$ cat src/rtl/regfile_scoreboard.sv
// Parametrised register file with two combinational read ports, optional bypass and zero register,
// plus a per-register pending-write scoreboard for RAW/WAW hazard detection.
module regfile_scoreboard #(
   parameter int unsigned DATA_W   = 32,
   parameter int unsigned ADDR_W   = 4,
   parameter int unsigned ZERO_REG = 0,
   parameter int unsigned BYPASS   = 1
) (
   input  logic              i_clk,
   input  logic              i_reset_n,
   input  logic              i_we,
   input  logic [ADDR_W-1:0] i_ws,
   input  logic [DATA_W-1:0] i_wd,
   input  logic [ADDR_W-1:0] i_rs1,
   input  logic [ADDR_W-1:0] i_rs2,
   input  logic              i_use1,
   input  logic              i_use2,
   input  logic              i_issue,
   input  logic [ADDR_W-1:0] i_issue_rd,
   output logic [DATA_W-1:0] o_rd1,
   output logic [DATA_W-1:0] o_rd2,
   output logic              o_busy1,
   output logic              o_busy2,
   output logic              o_stall,
   output logic [ADDR_W:0]   o_pending,
   output logic              o_err
);

   localparam int unsigned NREGS = 1 << ADDR_W;

   logic [DATA_W-1:0] regs_q [NREGS];
   logic [NREGS-1:0]  busy_q, busy_d;
   logic [ADDR_W:0]   pending_q, pending_d;
   logic              err_q, err_d;

   logic zero1, zero2, zero_ws, zero_issue;
   logic byp1, byp2, waw, stall;

   always_comb begin
      zero1      = (ZERO_REG != 0) && (i_rs1 == '0);
      zero2      = (ZERO_REG != 0) && (i_rs2 == '0);
      zero_ws    = (ZERO_REG != 0) && (i_ws == '0);
      zero_issue = (ZERO_REG != 0) && (i_issue_rd == '0);
      byp1       = (BYPASS != 0) && i_we && (i_ws == i_rs1);
      byp2       = (BYPASS != 0) && i_we && (i_ws == i_rs2);

      o_rd1 = zero1 ? '0 : (byp1 ? i_wd : regs_q[i_rs1]);
      o_rd2 = zero2 ? '0 : (byp2 ? i_wd : regs_q[i_rs2]);

      o_busy1 = !zero1 && busy_q[i_rs1] && !byp1;
      o_busy2 = !zero2 && busy_q[i_rs2] && !byp2;

      // WAW: a same-cycle writeback of the destination retires the older write regardless of BYPASS
      waw = i_issue && !zero_issue && busy_q[i_issue_rd] && !(i_we && (i_ws == i_issue_rd));

      stall   = (i_use1 && o_busy1) || (i_use2 && o_busy2) || waw;
      o_stall = stall;
   end

   always_comb begin
      busy_d = busy_q;
      if (i_we) begin
         busy_d[i_ws] = 1'b0;
      end
      // Set after clear so a retiring older write never hides a newly issued one
      if (i_issue && !stall && !zero_issue) begin
         busy_d[i_issue_rd] = 1'b1;
      end

      pending_d = '0;
      for (int i = 0; i < NREGS; i++) begin
         pending_d = pending_d + (ADDR_W+1)'(busy_d[i]);
      end

      err_d = err_q || (i_issue && stall);
   end

   always_ff @(posedge i_clk or negedge i_reset_n) begin
      if (!i_reset_n) begin
         for (int i = 0; i < NREGS; i++) begin
            regs_q[i] <= '0;
         end
      end else if (i_we && !zero_ws) begin
         regs_q[i_ws] <= i_wd;
      end
   end

   always_ff @(posedge i_clk or negedge i_reset_n) begin
      if (!i_reset_n) begin
         busy_q    <= '0;
         pending_q <= '0;
         err_q     <= 1'b0;
      end else begin
         busy_q    <= busy_d;
         pending_q <= pending_d;
         err_q     <= err_d;
      end
   end

   assign o_pending = pending_q;
   assign o_err     = err_q;

endmodule

$ cat config.mk
export PLATFORM = sky130hd
export DESIGN_NAME = regfile_scoreboard
export DESIGN_NICKNAME = d
export VERILOG_FILES = /design/src/rtl/regfile_scoreboard.sv
export SDC_FILE = /design/constraint.sdc
export NUM_CORES = 1
export LEC_CHECK = 0
export CORE_MARGIN = 8
export CORE_UTILIZATION = 60
export CTS_CLUSTER_DIAMETER = 50
export DETAILED_ROUTE_END_ITERATION = 12
export GPL_ROUTABILITY_DRIVEN = 1
export PLACE_DENSITY = 0.79
export SLEW_MARGIN = 40
export SYNTH_ARGS = -nofsm -noshare
export SYNTH_HDL_FRONTEND = slang
export SYNTH_SLANG_ARGS = --single-unit
$ cat constraint.sdc
create_clock -name i_clk -period 5.3 [get_ports i_clk]
set_clock_uncertainty 0.05 [all_clocks]
set_input_delay 0.795 -clock i_clk [delete_from_list [all_inputs] [get_ports i_clk]]
set_output_delay 0.795 -clock i_clk [all_outputs]
set_load 0.02 [all_outputs]
Yosys cells after proc, flatten, opt, wreduce, memory -nomap -nowiden
Index checks and enable logic that the tools add are counted.
W data, S select, Z words.
- flip-flop bits (word level): 534
- input bits: 54
- output and inout bits: 73
- $add $sub $neg: 15
- order comparisons: 10
- equal/unequal tests: 3
- muxes and demuxes: 23
- bitwise logic cells: 6
- reductions and logical operators: 21
- operators with widths (operator ; count):
    $bwmux W512 ; 1
    $bmux W32 S4 ; 2
    $mux W32 ; 7
    $demux W32 S4 ; 1
    $add A5 B1 Y5 ; 11
    $mux W16 ; 2
    $lt A4 B5 Y1 const B ; 4
    $and A16 B16 Y16 ; 1
    $not A16 Y16 ; 1
    $or A16 B16 Y16 ; 1
    $ge A5 B5 Y1 const B ; 3
    $not A4 Y5 ; 3
    $logic_and A1 B1 Y1 ; 14
    $bmux W1 S4 ; 3
    $eq A4 B4 Y1 ; 3
    $demux W1 S4 ; 2
    $ge A4 B1 Y1 const B ; 2
    $add A4 B1 Y5 ; 1
    $lt A5 B1 Y1 const B ; 1
    $mux W1 ; 5
    $add A3 B1 Y4 ; 1
    $logic_not A1 Y1 ; 4
    $add A2 B1 Y3 ; 1
    $logic_or A1 B1 Y1 ; 3
    $add A1 B1 Y2 ; 1

Depth between registers and ports, before layout
Gate-level depths: netlist of the first run.
- word-level depth: 25
- mapped depth: 21
- depth with buffers taken out: 17

Least setup slack after synthesis of the first run
Ideal clock, no wire load.
- kind: input-to-reg
- start: input port i_rs1[0]
- end: register pending_q[4], in the netlist o_pending[4]
- library setup time: 0.064 ns
- data arrival time: 5.336 ns
- path slack: -0.151 ns
- stages: 18
- buffers on the path: 2
- cell sequence: buf_6 > mux4_2 > mux4_2 > o211ai_2 > buf_4 > nand2_1 > o21ai_1 > fa_1 > fa_1 > inv_1 > fa_1 > inv_1 > fa_1 > ha_1 > inv_1 > fa_1 > nor2b_1 > o21a_1
- RTL lines (what ; line ; source):
    start, declared ; 14 ; input logic [ADDR_W-1:0] i_rs1,
    branches (longest 3 deep; another with $bmux W1 S4) ; - ;
    $logic_and A1 B1 Y1 * ; 50 ; o_busy1 = !zero1 && busy_q[i_rs1] && !byp1;
    $logic_and A1 B1 Y1 * ; 56 ; stall = (i_use1 && o_busy1) || (i_use2 && o_busy2) || waw;
    $logic_or A1 B1 Y1 * (2 in series) ; 56 ;
    $logic_not A1 Y1 * ; 66 ; if (i_issue && !stall && !zero_issue) begin
    $logic_and A1 B1 Y1 * ; 66 ;
    $mux W16 * ; 66 ;
    named net busy_d[15] ; 32 ; logic [NREGS-1:0] busy_q, busy_d;
    $add A5 B1 Y5 * ; 72 ; pending_d = pending_d + (ADDR_W+1)'(busy_d[i]);
    named net pending_d[4] ; 33 ; logic [ADDR_W:0] pending_q, pending_d;
    end signal, assigned ; 95 ; pending_q <= pending_d;
    end, declared ; 33 ;
Mark *: on every way through the listed nets, which the timed path passes. The select of a mux whose other input is x is not followed.
A chain may end at the register's enable or synchronous reset.

Worst setup path in the final report of the first run
- start: register busy_q[4]
- end: register pending_q[1], in the netlist o_pending[1]
- RTL lines (what ; line ; source):
    start, declared ; 32 ;
    start signal, assigned ; 94 ; busy_q <= busy_d;
    $bmux W1 S4 (on tied branches) ; 50, 51 ;
    $mux W1 (on tied branches) ; 50, 51 ;
    $logic_and A1 B1 Y1 (on tied branches) ; 50, 51 ;
    $logic_and A1 B1 Y1 ; 56 ;
    $logic_or A1 B1 Y1 ; 56 ;
    $logic_or A1 B1 Y1 * ; 56 ;
    $logic_not A1 Y1 * ; 66 ;
    $logic_and A1 B1 Y1 * ; 66 ;
    $mux W16 * ; 66 ;
    named net busy_d[11] ; 32 ;
    $add A5 B1 Y5 * (5 in series) ; 72 ;
    named net pending_d[1] ; 33 ;
The timed path passes the listed nets; every way through them passes the cells marked *. The select of a mux whose other input is x is not followed.

==> results of run 1 <==
[cell type report]
| class | count | area, um2 |
|---|---|---|
| Tap cell | 622 | 778 |
| Fill cell | 3152 | 15000 |
| Clock inverter | 17 | 248 |
| Sequential cell | 534 | 13400 |
| Inverter | 15 | 56.3 |
| Timing Repair Buffer | 207 | 2130 |
| Antenna cell | 2 | 5.00 |
| Clock buffer | 90 | 1740 |
| Multi-Input combinational cell | 1057 | 15200 |
[flip-flops by register name (all words and copies together), names as in the netlist]
register,count
regs_q,512
busy_q,16
o_pending,5
o_err,1
[where the power goes]
part | leakage, nW | switching (mW) | internal (mW)
clock | 0.960 | 1.68 | 2.50
combinational | 6.08 | 1.83 | 2.84
sequential | 6.55 | 0.723 | 5.08
[worst max-delay path, delay by kind of cell, from the launching register on]
kind,cells,cell delay [ns]
DFF,1,0.45
adders and majority gates,6,2.66
and+or+nand+nor,1,0.22
buffers and inverters,4,0.18
AOI/OAI and AO/OA,2,0.43
muxes,2,1.01
[how the worst min path moves through the flow]
| stage | end | cells after the start | slack, ns | start |
|---|---|---|---|---|
| after detailed placement | regs_q[314]$_DFFE_PN0P_ | 1 | 0.46 | regs_q[314]$_DFFE_PN0P_ |
| after global routing | o_pending[4]$_DFF_PN0_ | 1 | 0.17 | i_reset_n |
| after CTS | regs_q[481]$_DFFE_PN0P_ | 1 | 0.14 | i_reset_n |
| after floorplan | regs_q[288]$_DFFE_PN0P_ | 1 | 0.44 | regs_q[288]$_DFFE_PN0P_ |
| final | o_pending[1]$_DFF_PN0_ | 1 | 0.11 | i_reset_n |
| after global placement | regs_q[429]$_DFFE_PN0P_ | 1 | 0.45 | regs_q[429]$_DFFE_PN0P_ |
[cells in the mapped netlist, types with 2 or more instances]
cell type    n
nand3_1      5
xnor2_1      8
mux2_2     578
ha_1         5
nor2_1      22
nor2b_1      3
buf_2       14
xor2_1       6
nand3b_1     4
o21ai_1     10
buf_4       21
inv_1       15
nor3_1       4
o21ai_0     12
buf_6        9
fa_1        10
o21a_1       2
dfrtp_1    534
nand2_1     27
nand2b_1     8
clkbuf_1   113
mux2i_1      4
mux4_2     333
o22a_1       2
buf_1       20
o22ai_1      2
[metrics by stage]
stage | cells | utilization, % | power (mW) | cell area, um2 | worst slack [ns]
2_1_floorplan | 1782 | - | 8.95 | 29300 | -0.0331
3_3_place_gp | 2427 | 64.4 | 10.2 | 31300 | -0.618
3_5_place_dp | 2433 | 64.8 | 10.5 | 31400 | -0.586
4_1_cts | 2540 | 68.8 | 14.7 | 33400 | 0.0480
5_1_grt | 2543 | 69.0 | 15.4 | 33500 | -0.00333
6_report | 2544 | 69.0 | 14.7 | 33500 | 0.213
[cells by family (layout without fill, tap and decap cells)]
family          after synthesis  count (layout)  synth area share (%)
simple gates                 79              79                  1.28
xor+xnor                     14              14                 0.419
fa+ha+maj                    15              15                 0.898
flops                       534             534                  45.7
mux                         915             915                  48.0
compound gates               33              34                 0.676
buf+inv                     192             329                  3.02
other cells                   0               2                     0
[routing by layer]
metal  GRT usage, %  part of all wire [%]
met5              0                 0.012
met4           8.59                   2.8
met3           5.96                   7.4
met2           43.2                    49
met1           36.8                    41
==> flow_summary_export.csv, run 1 <==
group,metric,value,unit
outcome,status,"finished, final reports clean",
timing,period_minus_slack,5.09,ns
drt,vias_per_cell,6.94,
timing,fin_crit_sh,96.0,%
drt,drt_first_pass_iters,5,
logic_synthesis,syn_area_per_cell,16.4,um2
clocking,numClockSinks,534,
global_route,grtUsageTotal,27.0,%
global_route,first_global_vias,18800,
clocking,clockBufferDepth,3,
drt,drtAntennaViolNets,0,
global_route,antenna_found_initial,3,
floorplan,num_rows,81,
logic_synthesis,synthFlopType,"dfrtp_1",
clocking,clk_latency,0.62,ns
floorplan,chipHeight,237,um
power,irDropWorstVdd,0.000343,V
logic_synthesis,synth_edf_count,0,
min_path,hold_path_class,"in2async",
setup_path,cp.arrival,5.54,ns
clocking,postCtsSetupRepairBufs,0,
drt,drtIter0Drc,1638,
placement,hpwl,41.4,mm
setup_path,worstPathRequired,5.76,ns
run,drv_cap,0,
placement,io_buffer_count,126,
setup_path,r2r_start,"busy_q[4]$_DFF_PN0_",
logic_synthesis,synthCells,1782,
setup_path,cp_cell_sequence,"mux4_2 -> mux4_2 -> o211ai_4 -> nand4_1 -> o21ai_2 -> fa_1 -> fa_1 -> inv_1 -> fa_1 -> inv_1 -> fa_1 -> ha_2 -> inv_2 -> fa_2 -> inv_1",
timing,drv_slew,0,
timing,setup_tns,0,ns
logic_synthesis,ys_types,37,
final_layout,layout-drive-gt1-share,58.4,%
setup_path,endpoint_kind,"register",
global_route,gr-total-overflow,0,
timing,tightest_slew,0.810,ns
timing,fin_hold_ws,0.114,ns
clocking,post_cts_resized,0,
floorplan,die-area,56100,um2
clocking,cts_root_buf,"clkbuf_16",
timing,fmax,197,MHz
setup_path,crit_top_cell,"fa_1",
logic_synthesis,yosysWarnings,0,
setup_path,crit_path_top_delay_cell,"fa_1",
drt,num_vias,17700,
logic_synthesis,synth_area_leaders,"dfrtp_1 (46%), mux4_2 (26%), mux2_2 (22%)",
clocking,cts_tree,"yes",
logic_synthesis,ys_seq_area_share,45.7,%
final_layout,mostFrequentLayoutCell,"mux2_2",
floorplan,die_w,237,um
setup_path,path_class,"reg2reg",
setup_path,rr_endpoint,"o_pending[1]$_DFF_PN0_",
logic_synthesis,synthesis.area,29300,um2
clocking,hold_buffers,0,
drt,wirelength,74.6,mm
global_route,grt_pass1_wl,116,mm
timing,hold_viol_final,0,
clocking,cts_buffers,60,
logic_synthesis,yosys_register_bits,534,
power,pwr_density_cell,437,nW/um2
setup_path,cpPeakStageDelay,0.55,ns
logic_synthesis,synthArstFlopShare,100,%
floorplan,io_pins,127,
setup_path,critPathLaunchType,"register",
setup_path,rrSetupSlack,0.21,ns
global_route,grt_max_degree,136,
setup_path,cp-startpoint,"busy_q[4]$_DFF_PN0_",
final_layout,nets,1944,
logic_synthesis,yosysTopAreaCell,"dfrtp_1",
timing,setup_viol,0,
timing,max_slew_margin,46.0,%
clocking,clkTransAtPathRegs,0.06,ns
logic_synthesis,synthesis.nets,1851,
final_layout,final_cell_mix,"mux2_2 (578), dfrtp_1 (534), mux4_2 (333)",
logic_synthesis,synth_top_area_share,45.7,%
floorplan,core_area,48500,um2
setup_path,reg2reg_depth,15,
final_layout,area_delta_synth_final,14.6,%
setup_path,endpoint,"o_pending[1]$_DFF_PN0_",
drt,avgRoutedWirePerCell,29.3,um
power,p_leak,13.6,nW
placement,gp_congestion,0.913,
clocking,htree_levels,2,
setup_path,critical_path.max_fanout,7,
floorplan,start_util,60.3,%
drt,drc,0,
No activity file was read; power rests on OpenSTA's default activity.
==> run 2, diff against run 1 <==
--- a/config.mk
+++ b/config.mk
@@ -5,7 +5,7 @@
 export SDC_FILE = /design/constraint.sdc
 export NUM_CORES = 1
 export LEC_CHECK = 0
-export CORE_MARGIN = 8
+export CORE_MARGIN = 1.5
 export CORE_UTILIZATION = 60
 export CTS_CLUSTER_DIAMETER = 50
 export DETAILED_ROUTE_END_ITERATION = 12
==> run 2 against run 1 <==
  * Fmax is 1.6% lower
  * Sequential power hardly changed
  * Hold slack worse by 0.079 ns
  * Register-to-register slack worse by 0.08 ns
  * Routed wire length is 1.3% higher
  * Critical endpoint unchanged
  * Sequential share of layout area is 0.22 points lower
  * Via count is 0.62% higher
  * Total power is 3.3% higher
  * Flip-flop and latch count stayed put
  * Die area is 11% lower
==> flow_summary_export.csv, run 2 (synthesis results as in run 1) <==
group,metric,value,unit
setup_path,reg2reg_depth,16,
timing,fmax,193,MHz
power,p_leak,13.7,nW
drt,avgRoutedWirePerCell,29.7,um
setup_path,rrSetupSlack,0.13,ns
setup_path,path_class,"reg2reg",
placement,gp_congestion,0.891,
timing,drv_slew,0,
global_route,first_global_vias,18800,
power,seq_power_share,38.3,%
drt,drc,0,
setup_path,endpoint_kind,"register",
outcome,status,"finished, final reports clean",
floorplan,chipHeight,224,um
floorplan,io_pins,127,
clocking,htree_levels,3,
power,clkPwrFrac,30.1,%
setup_path,r2r_start,"busy_q[7]$_DFF_PN0_",
setup_path,critPathLaunchType,"register",
power,switching_share,28.8,%
final_layout,instances_no_fill,2542,
timing,max_slew_margin,40.6,%
power,comb_power_share,31.5,%
placement,place_area,31300,um2
clocking,clk_latency,0.59,ns
timing,period_minus_slack,5.17,ns
final_layout,fin_util,70.3,%
floorplan,num_rows,80,
power,internal_power,10.8,mW
global_route,grt_pass1_wl,116,mm
power,irDropWorstVdd,0.000395,V
global_route,grtUsageTotal,31.4,%
clocking,clkTransAtPathRegs,0.05,ns
timing,setup_viol,0,
timing,tightest_slew,0.891,ns
setup_path,cpPeakStageDelay,0.54,ns
timing,hold_viol_final,0,
setup_path,cp_cell_sequence,"mux4_2 -> mux4_2 -> o211ai_4 -> buf_4 -> nand2_1 -> o21ai_4 -> fa_1 -> fa_1 -> inv_1 -> fa_1 -> inv_2 -> fa_1 -> ha_2 -> inv_2 -> fa_2 -> inv_1",
timing,fin_crit_sh,97.6,%
drt,drt_first_pass_iters,5,
timing,rsz0062_at_grt,"false",
clocking,clockBufferDepth,3,
global_route,antenna_found_initial,2,
power,pwr_density_cell,449,nW/um2
drt,num_vias,17800,
global_route,grt_max_degree,136,
drt,vias_per_cell,6.99,
clocking,cts_tree,"yes",
final_layout,regMostFlops,"regs_q",
placement,io_buffer_count,126,
final_layout,final_cell_mix,"mux2_2 (577), dfrtp_1 (534), mux4_2 (333)",
final_layout,mostFrequentLayoutCell,"mux2_2",
final_layout,largest_reg_flops,512,
setup_path,endpoint,"o_pending[1]$_DFF_PN0_",
setup_path,rr_endpoint,"o_pending[1]$_DFF_PN0_",
setup_path,cp-startpoint,"busy_q[7]$_DFF_PN0_",
drt,wirelength,75.6,mm
final_layout,final_cell_area,33700,um2
floorplan,start_util,61.0,%
timing,setup_slack,0.129,ns
final_layout,nets,1951,
setup_path,crit_path_top_delay_cell,"fa_1",
run,drv_cap,0,
drt,drtAntennaViolNets,0,
placement,pre_cts_ws,-0.489,ns
timing,fin_hold_ws,0.0353,ns
clocking,cts_buffers,66,
setup_path,critical_path.max_fanout,6,
clocking,numClockSinks,534,
setup_path,crit_top_cell,"fa_1",
placement,dp_cells,2427,
floorplan,die_w,224,um
global_route,gr-total-overflow,0,
min_path,hold_path_class,"in2async",
placement,hpwl,40.5,mm
floorplan,core_area,47900,um2
drt,drtIter0Drc,1365,
clocking,hold_buffers,0,
power,switchingPower,4.36,mW
setup_path,worstPathRequired,5.72,ns
floorplan,die-area,50100,um2
setup_path,cp.arrival,5.59,ns
clocking,cts_root_buf,"clkbuf_16",
final_layout,area_delta_synth_final,15.2,%
final_layout,layout-drive-gt1-share,59.1,%
clocking,postCtsSetupRepairBufs,0,
[run 2: cell count changes in the layout (fill, tap and decap cells not counted), moves of 3 or more]
cell,before,now
buf_16,7,3
buf_4,64,67
buf_6,6,9
clkbuf_1,19,11
clkbuf_16,61,71
clkinv_2,4,8
o21ai_2,6,1
o21ai_4,0,6
[run 2: how the worst min path moves through the flow]
| stage | depth (start not counted) | endpoint |
|---|---|---|
| floorplan | 1 | regs_q[288]$_DFFE_PN0P_ |
| global placement | 1 | regs_q[293]$_DFFE_PN0P_ |
| detailed placement | 1 | regs_q[162]$_DFFE_PN0P_ |
| CTS | 1 | regs_q[382]$_DFFE_PN0P_ |
| global route | 1 | busy_q[8]$_DFF_PN0_ |
| finish | 1 | busy_q[2]$_DFF_PN0_ |
[run 2: layer usage]
| layer | vias to the layer above | track usage (%) | routed length, um |
|---|---|---|---|
| li1 | 7173 | - | - |
| met1 | 9709 | 44.1 | 30700 |
| met2 | 710 | 49.9 | 37600 |
| met3 | 170 | 5.51 | 5060 |
| met4 | 2 | 11.6 | 2270 |
| met5 | - | 0 | 13 |
[run 2: through the flow]
stage	setup TNS, ns	power (mW)
4_1_cts	0	15.1
3_5_place_dp	-1.79	10.5
6_report	0	15.1
2_1_floorplan	-0.0404	8.95
5_1_grt	0	15.9
3_3_place_gp	-3.82	10.2
[run 2: power groups by stage]
stage                     sequential (mW)  combinational [mW]  clock [mW]
after floorplan                      5.61                3.35           0
after global placement               5.72                4.52           0
after detailed placement             5.83                4.68           0
after CTS                            5.78                4.74        4.62
after global routing                 5.92                5.17        4.78
final                                5.80                4.77        4.56
[run 2: layout make-up]
cell class / instances / area (um2)
Tap cell: 615 / 769
Inverter: 15 / 56.3
Clock buffer: 90 / 1910
Antenna cell: 1 / 2.50
Multi-Input combinational cell: 1056 / 15200
Fill cell: 3105 / 14200
Sequential cell: 534 / 13400
Timing Repair Buffer: 209 / 2090
Clock inverter: 22 / 290
[run 2: timing repair]
item / 4_1_cts / 5_1_grt
resized for setup: 0 / 22
endpoints found under the hold margin: 0 / 0
setup endpoints to repair: 0 / 6
[run 2: critical path, delay by kind of cell, from the launching register on]
family          cells  cell delay, ns
fa+ha+maj           6            2.76
mux                 2            1.02
flops               1            0.43
buf+inv             5            0.37
compound gates      2            0.33
simple gates        1            0.08
==> run 3, diff against run 2 <==
--- a/config.mk
+++ b/config.mk
@@ -11,7 +11,7 @@
 export DETAILED_ROUTE_END_ITERATION = 12
 export GPL_ROUTABILITY_DRIVEN = 1
 export PLACE_DENSITY = 0.79
-export SLEW_MARGIN = 40
+export SLEW_MARGIN = 10
 export SYNTH_ARGS = -nofsm -noshare
 export SYNTH_HDL_FRONTEND = slang
 export SYNTH_SLANG_ARGS = --single-unit
==> run 3 against run 2 <==
  * Worst setup slack better by 0.088 ns
  * Total power is 0.89% higher
  * Critical path depth stayed put
  * Register-to-register slack better by 0.09 ns
  * Routed wire length is 0.17% higher
  * Hold slack better by 0.16 ns
  * Combinational power is 1% lower
  * Clock power is 4% higher
  * Global-route usage is 0.20 points higher
  * Non-clock buffer count is 4 lower
  * Critical path type unchanged
  * Critical endpoint unchanged
  * Highest routed layer unchanged
==> flow_summary_export.csv, run 3 (synthesis results as in run 1) <==
group,metric,value,unit
clocking,clk_latency,0.58,ns
floorplan,io_pins,127,
final_layout,regMostFlops,"regs_q",
floorplan,die_w,224,um
timing,tightest_slew,1.01,ns
drt,drtAntennaViolNets,0,
global_route,grtUsageTotal,31.6,%
drt,drt_first_pass_iters,5,
drt,num_vias,17700,
final_layout,final_cell_mix,"mux2_2 (577), dfrtp_1 (534), mux4_2 (333)",
placement,place_area,31200,um2
global_route,grt_pass1_wl,117,mm
global_route,gr-total-overflow,0,
clocking,hold_buffers,0,
timing,max_slew_margin,32.8,%
setup_path,worstPathRequired,5.73,ns
floorplan,chipHeight,224,um
timing,hold_viol_final,0,
clocking,clkTransAtPathRegs,0.06,ns
final_layout,largest_reg_flops,512,
drt,drtIter0Drc,1505,
clocking,cts_tree,"yes",
global_route,grt_max_degree,136,
placement,hpwl,40.1,mm
setup_path,critPathLaunchType,"register",
floorplan,die-area,50100,um2
clocking,clockBufferDepth,3,
final_layout,area_delta_synth_final,15.2,%
setup_path,critical_path.max_fanout,6,
floorplan,num_rows,80,
timing,setup_slack,0.217,ns
final_layout,final_cell_area,33700,um2
power,irDropWorstVdd,0.000364,V
power,p_leak,13.7,nW
run,drv_cap,0,
outcome,status,"finished, final reports clean",
final_layout,fin_util,70.3,%
final_layout,mostFrequentLayoutCell,"mux2_2",
placement,pre_cts_ws,-0.492,ns
setup_path,path_class,"reg2reg",
drt,vias_per_cell,6.96,
clocking,cts_buffers,66,
global_route,first_global_vias,18900,
timing,fin_hold_ws,0.200,ns
timing,fmax,197,MHz
timing,rsz0062_at_grt,"false",
final_layout,layout-drive-gt1-share,58.8,%
clocking,htree_levels,3,
timing,drv_slew,0,
min_path,hold_path_class,"in2async",
timing,period_minus_slack,5.08,ns
placement,dp_cells,2424,
drt,wirelength,75.7,mm
global_route,antenna_found_initial,2,
final_layout,instances_no_fill,2542,
drt,avgRoutedWirePerCell,29.8,um
setup_path,cp.arrival,5.51,ns
setup_path,rrSetupSlack,0.22,ns
clocking,numClockSinks,534,
clocking,cts_root_buf,"clkbuf_16",
placement,gp_congestion,0.891,
placement,io_buffer_count,126,
power,pwr_density_cell,453,nW/um2
final_layout,nets,1947,
drt,drc,0,
floorplan,start_util,61.0,%
setup_path,endpoint_kind,"register",
timing,fin_crit_sh,95.9,%
timing,setup_viol,0,
floorplan,core_area,47900,um2
-- run 3: cell types whose count changed in the layout (fill, tap and decap cells not counted), sizes merged --
cell,delta
bufinv,+2
clkinv,-5
buf,-4
inv,-1
clkbuf,+8
-- run 3: cell type report --
class / instances / area, um2
Inverter: 15 / 56.3
Clock inverter: 18 / 314
Antenna cell: 1 / 2.50
Sequential cell: 534 / 13400
Fill cell: 3090 / 14200
Tap cell: 615 / 769
Multi-Input combinational cell: 1056 / 15200
Timing Repair Buffer: 205 / 1970
Clock buffer: 98 / 1990
-- run 3: report_power, final --
part,leakage [nW],internal (mW),switching [mW]
Combinational,6.03,2.87,1.85
Clock,1.12,2.99,1.75
Sequential,6.55,5.08,0.727
-- run 3: worst max-delay path, cell delays in order, from the launching register on --
cell and delay [ns]:
dfrtp_1 0.43, mux4_2 0.47, mux4_2 0.53, o211ai_4 0.16
buf_4 0.18, nand2_1 0.08, o21ai_4 0.18, fa_1 0.46
fa_1 0.53, inv_1 0.06, fa_1 0.51, inv_1 0.05
fa_1 0.48, ha_2 0.18, inv_2 0.04, fa_2 0.52
inv_1 0.04
-- run 3: worst paths after layout --
kind / startpoint / to / cells after the start
setup / recovery: busy_q[15]$_DFF_PN0_ / o_pending[1]$_DFF_PN0_ / 16
max in group asynchronous: i_reset_n / regs_q[147]$_DFFE_PN0P_ / 2
setup reg to reg: busy_q[15]$_DFF_PN0_ / o_pending[1]$_DFF_PN0_ / 16
min in group i_clk: regs_q[146]$_DFFE_PN0P_ / regs_q[146]$_DFFE_PN0P_ / 1
hold / removal: i_reset_n / o_err$_DFF_PN0_ / 1
hold reg to reg: regs_q[146]$_DFFE_PN0P_ / regs_q[146]$_DFFE_PN0P_ / 1
-- run 3: timing repair --
item                       in CTS  in global routing
gates cloned                    0                  1
setup endpoints to repair      23                 18
pin swaps                       0                  8
buffers inserted                0                  0
resized for setup               2                 22
-- run 3: per-layer routing --
layer	wire length, um	track usage, %	up-vias
li1	-	-	7153
met3	5110	5.97	176
met2	37500	50.6	719
met1	30700	44.0	9635
met5	11	0	-
met4	2430	11.0	2
-- run 3: per-stage QoR --
| stage | setup TNS [ns] | power [mW] |
|---|---|---|
| 2_1_floorplan | -0.0404 | 8.95 |
| 3_3_place_gp | -3.82 | 10.2 |
| 3_5_place_dp | -4.23 | 10.5 |
| 4_1_cts | 0 | 15.3 |
| 5_1_grt | 0 | 16.0 |
| 6_report | 0 | 15.3 |
